**src/rtl/digest_reader.sv**
```systemverilog
// ---------------------------------------------------------------------------
// digest_reader
// Reads NUM_WORDS consecutive 32-bit words from a synchronous data memory
// (1-cycle read latency), starting at word index BASE_ADDR, and streams each
// word out as four bytes, most significant byte first, over a valid/ready
// byte interface. A one-cycle done pulse marks the end of a job.
//
// Parameters
//   BASE_ADDR  word index of the first word read (wraps modulo 2^ADDR_W)
//   NUM_WORDS  words per job, 1..256
//   ADDR_W     width of the word address bus
//
// Ports
//   clk        single clock, rising edge
//   reset      synchronous, active-high reset
//   start      job request, honoured only while idle
//   busy       high whenever a job is in progress (any state but IDLE)
//   done       one-cycle pulse at job completion
//   mem_rd_en  memory read strobe
//   mem_addr   memory word address (holds its value between strobes)
//   mem_rdata  memory read data, valid the cycle after mem_rd_en
//   out_data   streamed byte
//   out_valid  out_data is valid
//   out_ready  sink accepts the byte when out_valid is also high
//   out_last   final byte of the job, qualified by out_valid
// ---------------------------------------------------------------------------
module digest_reader #(
    parameter int BASE_ADDR = 0,
    parameter int NUM_WORDS = 8,
    parameter int ADDR_W    = 10
) (
    input  logic              clk,
    input  logic              reset,
    input  logic              start,
    output logic              busy,
    output logic              done,
    output logic              mem_rd_en,
    output logic [ADDR_W-1:0] mem_addr,
    input  logic [31:0]       mem_rdata,
    output logic [7:0]        out_data,
    output logic              out_valid,
    input  logic              out_ready,
    output logic              out_last
);

    typedef enum logic [2:0] {IDLE, REQ, CAPTURE, SEND, DONE} state_t;

    state_t      state;
    logic [7:0]  word_cnt;
    logic [1:0]  byte_cnt;
    logic [31:0] shift;
    logic        last_word;

    assign last_word = (word_cnt == 8'(NUM_WORDS - 1));

    // Word address of job word idx; the cast keeps only ADDR_W bits so the
    // address wraps around the top of memory.
    function automatic logic [ADDR_W-1:0] word_addr(input logic [7:0] idx);
        return ADDR_W'(BASE_ADDR + int'(idx));
    endfunction

    // All outputs are registered and updated together with the state, so
    // each output already carries the value belonging to the next state.
    always_ff @(posedge clk) begin
        if (reset) begin
            state     <= IDLE;
            word_cnt  <= '0;
            byte_cnt  <= '0;
            shift     <= '0;
            busy      <= 1'b0;
            done      <= 1'b0;
            mem_rd_en <= 1'b0;
            mem_addr  <= '0;
            out_data  <= '0;
            out_valid <= 1'b0;
            out_last  <= 1'b0;
        end else begin
            case (state)
                IDLE: begin
                    if (start) begin
                        state     <= REQ;
                        word_cnt  <= '0;
                        busy      <= 1'b1;
                        mem_rd_en <= 1'b1;
                        mem_addr  <= word_addr(8'd0);
                    end
                end

                REQ: begin
                    state     <= CAPTURE;
                    mem_rd_en <= 1'b0;
                end

                CAPTURE: begin
                    state     <= SEND;
                    shift     <= mem_rdata;
                    byte_cnt  <= '0;
                    out_valid <= 1'b1;
                    out_data  <= mem_rdata[31:24];
                    out_last  <= 1'b0;
                end

                SEND: begin
                    // Nothing moves while the sink stalls.
                    if (out_ready) begin
                        shift    <= shift << 8;
                        byte_cnt <= byte_cnt + 2'd1;
                        if (byte_cnt == 2'd3) begin
                            out_valid <= 1'b0;
                            out_last  <= 1'b0;
                            if (last_word) begin
                                state <= DONE;
                                done  <= 1'b1;
                            end else begin
                                state     <= REQ;
                                word_cnt  <= word_cnt + 8'd1;
                                mem_rd_en <= 1'b1;
                                mem_addr  <= word_addr(word_cnt + 8'd1);
                            end
                        end else begin
                            out_data <= shift[23:16];
                            out_last <= (byte_cnt == 2'd2) && last_word;
                        end
                    end
                end

                DONE: begin
                    state <= IDLE;
                    done  <= 1'b0;
                    busy  <= 1'b0;
                end

                default: begin
                    state     <= IDLE;
                    busy      <= 1'b0;
                    done      <= 1'b0;
                    mem_rd_en <= 1'b0;
                    out_valid <= 1'b0;
                    out_last  <= 1'b0;
                end
            endcase
        end
    end

endmodule

```
**config.mk**
```make
export PLATFORM = sky130hd
export DESIGN_NAME = digest_reader
export DESIGN_NICKNAME = d
export VERILOG_FILES = /design/src/rtl/digest_reader.sv
export SDC_FILE = /design/constraint.sdc
export NUM_CORES = 1
export LEC_CHECK = 0
export ABC_AREA = 1
export BUFFER_PORTS_ARGS = -buffer_cell sky130_fd_sc_hd__buf_2
export CAP_MARGIN = 20
export CORE_MARGIN = 4
export CORE_UTILIZATION = 50
export CTS_BUF_LIST = sky130_fd_sc_hd__clkbuf_16
export DETAILED_ROUTE_END_ITERATION = 12
export HOLD_SLACK_MARGIN = 0.02
export PLACE_DENSITY = 0.75
export SLEW_MARGIN = 15
export SYNTH_ARGS = -nofsm -noshare
export SYNTH_HDL_FRONTEND = slang
export SYNTH_SLANG_ARGS = --single-unit
```
**constraint.sdc**
```tcl
create_clock -name clk -period 2.05 [get_ports clk]
set_clock_uncertainty 0.2 [all_clocks]
set_input_delay 0.1025 -clock clk [delete_from_list [all_inputs] [get_ports clk]]
set_output_delay 0.1025 -clock clk [all_outputs]
set_load 0.005 [all_outputs]
```
==> summary.md <==
| Metric | Value |
|---|---|
| RSZ-0062 raised after global routing | false |
| Fin crit share | 89.2% |
| Die X | 76.4 um |
| Via count | 2377 |
| Synth cell types | 28 |
| Worst Path Max Fanout | 9 |
| CTS tree | done |
| DP Area | 0.00266 sq mm |
| Slew Limit Fails | 0 |
| Placement Setup Slack | 0.271 ns |
| Reg clk slew, reported paths | 0.06 ns |
| Layout net count | 457 |
| # diodes | 0 |
| Cell Area, Synth | 0.00234 sq mm |
| Filler cell count in the final layout | 385 |
| Resized cells post-CTS | 0 |
| Total gr overflow | 0 |
| Area of the multi-input gates | 0.00114 sq mm |
| # DRC | 0 |
| Cell row count | 24 |
| Wire per inst | 12.8 um |
| Fin worst setup slack | 0.221 ns |
| Tot GR Track Use | 21.6% |
| Average size of a mapped cell | 7.06 sq um |
| Starting Density | 52.6% |
| Largest net degree at the start of global routing | 21 |
| Leakage power | 1.44 nW |
| Clk sinks | 50 |
| Crit Path Category | flop to flop |
| Leading cell types in the layout, fill and taps excluded | nand2_1 (102), buf_2 (56), dfxtp_1 (50), nor2_1 (31), dlygate4sd3_1 (31) |
| Core area | 0.00444 sq mm |
| Port Buffers | 56 |
| Routability cong. | 0.858 |
| Count of final setup violators | 0 |
| Achievable clock frequency | 547 MHz |
| Die outline area | 0.00583 sq mm |
| Worst setup EP type | flop |
| Worst EP arrival | 1.84 ns |
| Hold crit path type | input pin to flop |
| Initial antenna violation count | 0 |
| Met1 Use GR | 26.1% |
| Worst-Skew Late Latency | 0.29 ns |
| Met2 GRT Util | 37.2% |
| Hold Fails Final Rpt | 0 |
| #FFs+latches synth | 50 |
| Num CTS Buffers | 5 |
| Power, Total | 0.00258 W |
| Tmin final | 1.83 ns |
| Final HPWL DP | 3.94 mm |
| CTS root buf | clkbuf_16 |
| Via density | 5.05 |
| Synth Instances | 331 |
| Met3 Use GR | 4.96% |
| H-tree Lvls | 2 |
| Setup_tns | 0 ns |
| Commonest non-fill, non-tap cell in the layout | nand2_1 |
| Bufs on Longest Clock Path | 2 |
| Worst EP required | 2.07 ns |
| Area grow syn2layout | 34.0% |
| WHS | 0.0351 ns |
| Die Y | 76.4 um |
| Share of layout cells above drive strength 1 | 21.0% |
| Remaining antenna violation count | 0 |
| Fin area | 0.00313 sq mm |
| Critical Path Start Type | flop |
| Max_cap viols | 0 |
| Status | finished clean |
| Ys Warns | 0 |
| Sequential Area | 0.00100 sq mm |
| Initial DRT Pass Iterations | 4 |
| Busiest grt layer | met2 |
| First-pass GRT wire length | 10.4 mm |
| Total wire length | 6.01 mm |
| Seq/Total Area, Yosys | 42.8% |
| Initial DRC count | 207 |
| Number of global-route vias before repair | 2325 |
| Power per cell area | 824 mW/mm^2 |
| # IOs | 59 |
| Max IR drop VDD | 0.400 mV |
==> worst paths after layout <==
| path | from | to | slack, ns | cells after the start |
|---|---|---|---|---|
| max reg2reg | mem_addr[0] | mem_addr[2] | 0.22 | 7 |
| max | mem_addr[0] | mem_addr[2] | 0.22 | 7 |
| min | mem_rdata[27] | out_data[3] | 0.04 | 5 |
| min reg2reg | done | done | 0.25 | 2 |
==> state kept, by name, summed over array words and instances (netlist names) <==
| signal | count |
|---|---|
| busy | 1 |
| byte_cnt | 2 |
| done | 1 |
| mem_addr | 8 |
| mem_rd_en | 1 |
| out_data | 8 |
| out_last | 1 |
| out_valid | 1 |
| shift | 24 |
| state | 3 |
==> layout make-up <==
cell class / instances / area share, %
Inverter: 25 / 3.00
Clock buffer: 5 / 4.00
Timing Repair Buffer: 95 / 21.2
Tap cell: 52 / 2.08
Sequential cell: 50 / 32.0
Clock inverter: 3 / 1.20
Multi-Input combinational cell: 241 / 36.5
==> cells in the mapped netlist <==
library cell  count  share of area [%]
conb_1            1               0.16
nand3_2           1               0.43
nand2_1         102                 16
o21ai_0          14                3.0
inv_1            21                3.4
nor2_1           31                5.0
nor3_1            2               0.43
o21ai_2           2               0.75
buf_4             6                1.9
o21ai_1          14                3.0
clkbuf_1          5               0.80
nor2_4            1               0.48
xor2_1            1               0.38
or2_2             1               0.27
ha_1              3                1.6
inv_2             4               0.64
nand2_2           6                1.6
nand3b_1          1               0.32
a31oi_1          19                5.1
o21ai_4           1               0.70
dfxtp_1          50                 43
nor2_2            2               0.54
a211oi_1          1               0.32
nand4_1           8                2.1
buf_6             2               0.96
nand3_1           9                1.9
a21oi_1          20                4.3
buf_2             3               0.64
==> kinds of logic after synthesis <==
family	after synthesis	share of synthesized area, %
AOI/OAI and AO/OA	71	17.1
and+or+nand+nor	164	29.5
xor gates and xnor gates	1	0.375
buffers and inverters	41	8.36
other	1	0.161
adders and majority gates	3	1.61
DFF	50	42.8
==> metrics by stage <==
| stage | util, % | instances |
|---|---|---|
| after floorplan | - | 332 |
| after global routing | 70.4 | 471 |
| final | 70.4 | 471 |
| after CTS | 70.4 | 471 |
| after global placement | 59.8 | 432 |
| after detailed placement | 59.8 | 432 |
==> power by group <==
| group | internal, W | switching [W] |
|---|---|---|
| sequential | 0.00108 | 0.0000572 |
| combinational | 0.000230 | 0.000305 |
| clock | 0.000567 | 0.000336 |
| total | 0.00188 | 0.000698 |
==> timing repair <==
item / 4_1_cts / 5_1_grt
setup buffers: 0 / 0
hold buffers: 31 / 0
endpoints found under the hold margin: 31 / 0
==> per-layer routing <==
metal / part of all wire [%] / up-vias / wire length (um)
li1: - / 1258 / -
met1: 41 / 1016 / 2490
met2: 49 / 94 / 2940
met3: 7.9 / 9 / 475
met4: 1.6 / 0 / 97
met5: 0 / - / 0
==> worst max-delay path, cell delays in order (launching register included) <==
cell and delay (ns):
dfxtp_1 0.40, ha_1 0.24, nand3_1 0.13, nor2_1 0.17, nand2_1 0.21, nand3_2 0.23, nand2_1 0.07, a21oi_1 0.12
Power figures use the tool's default switching activity.
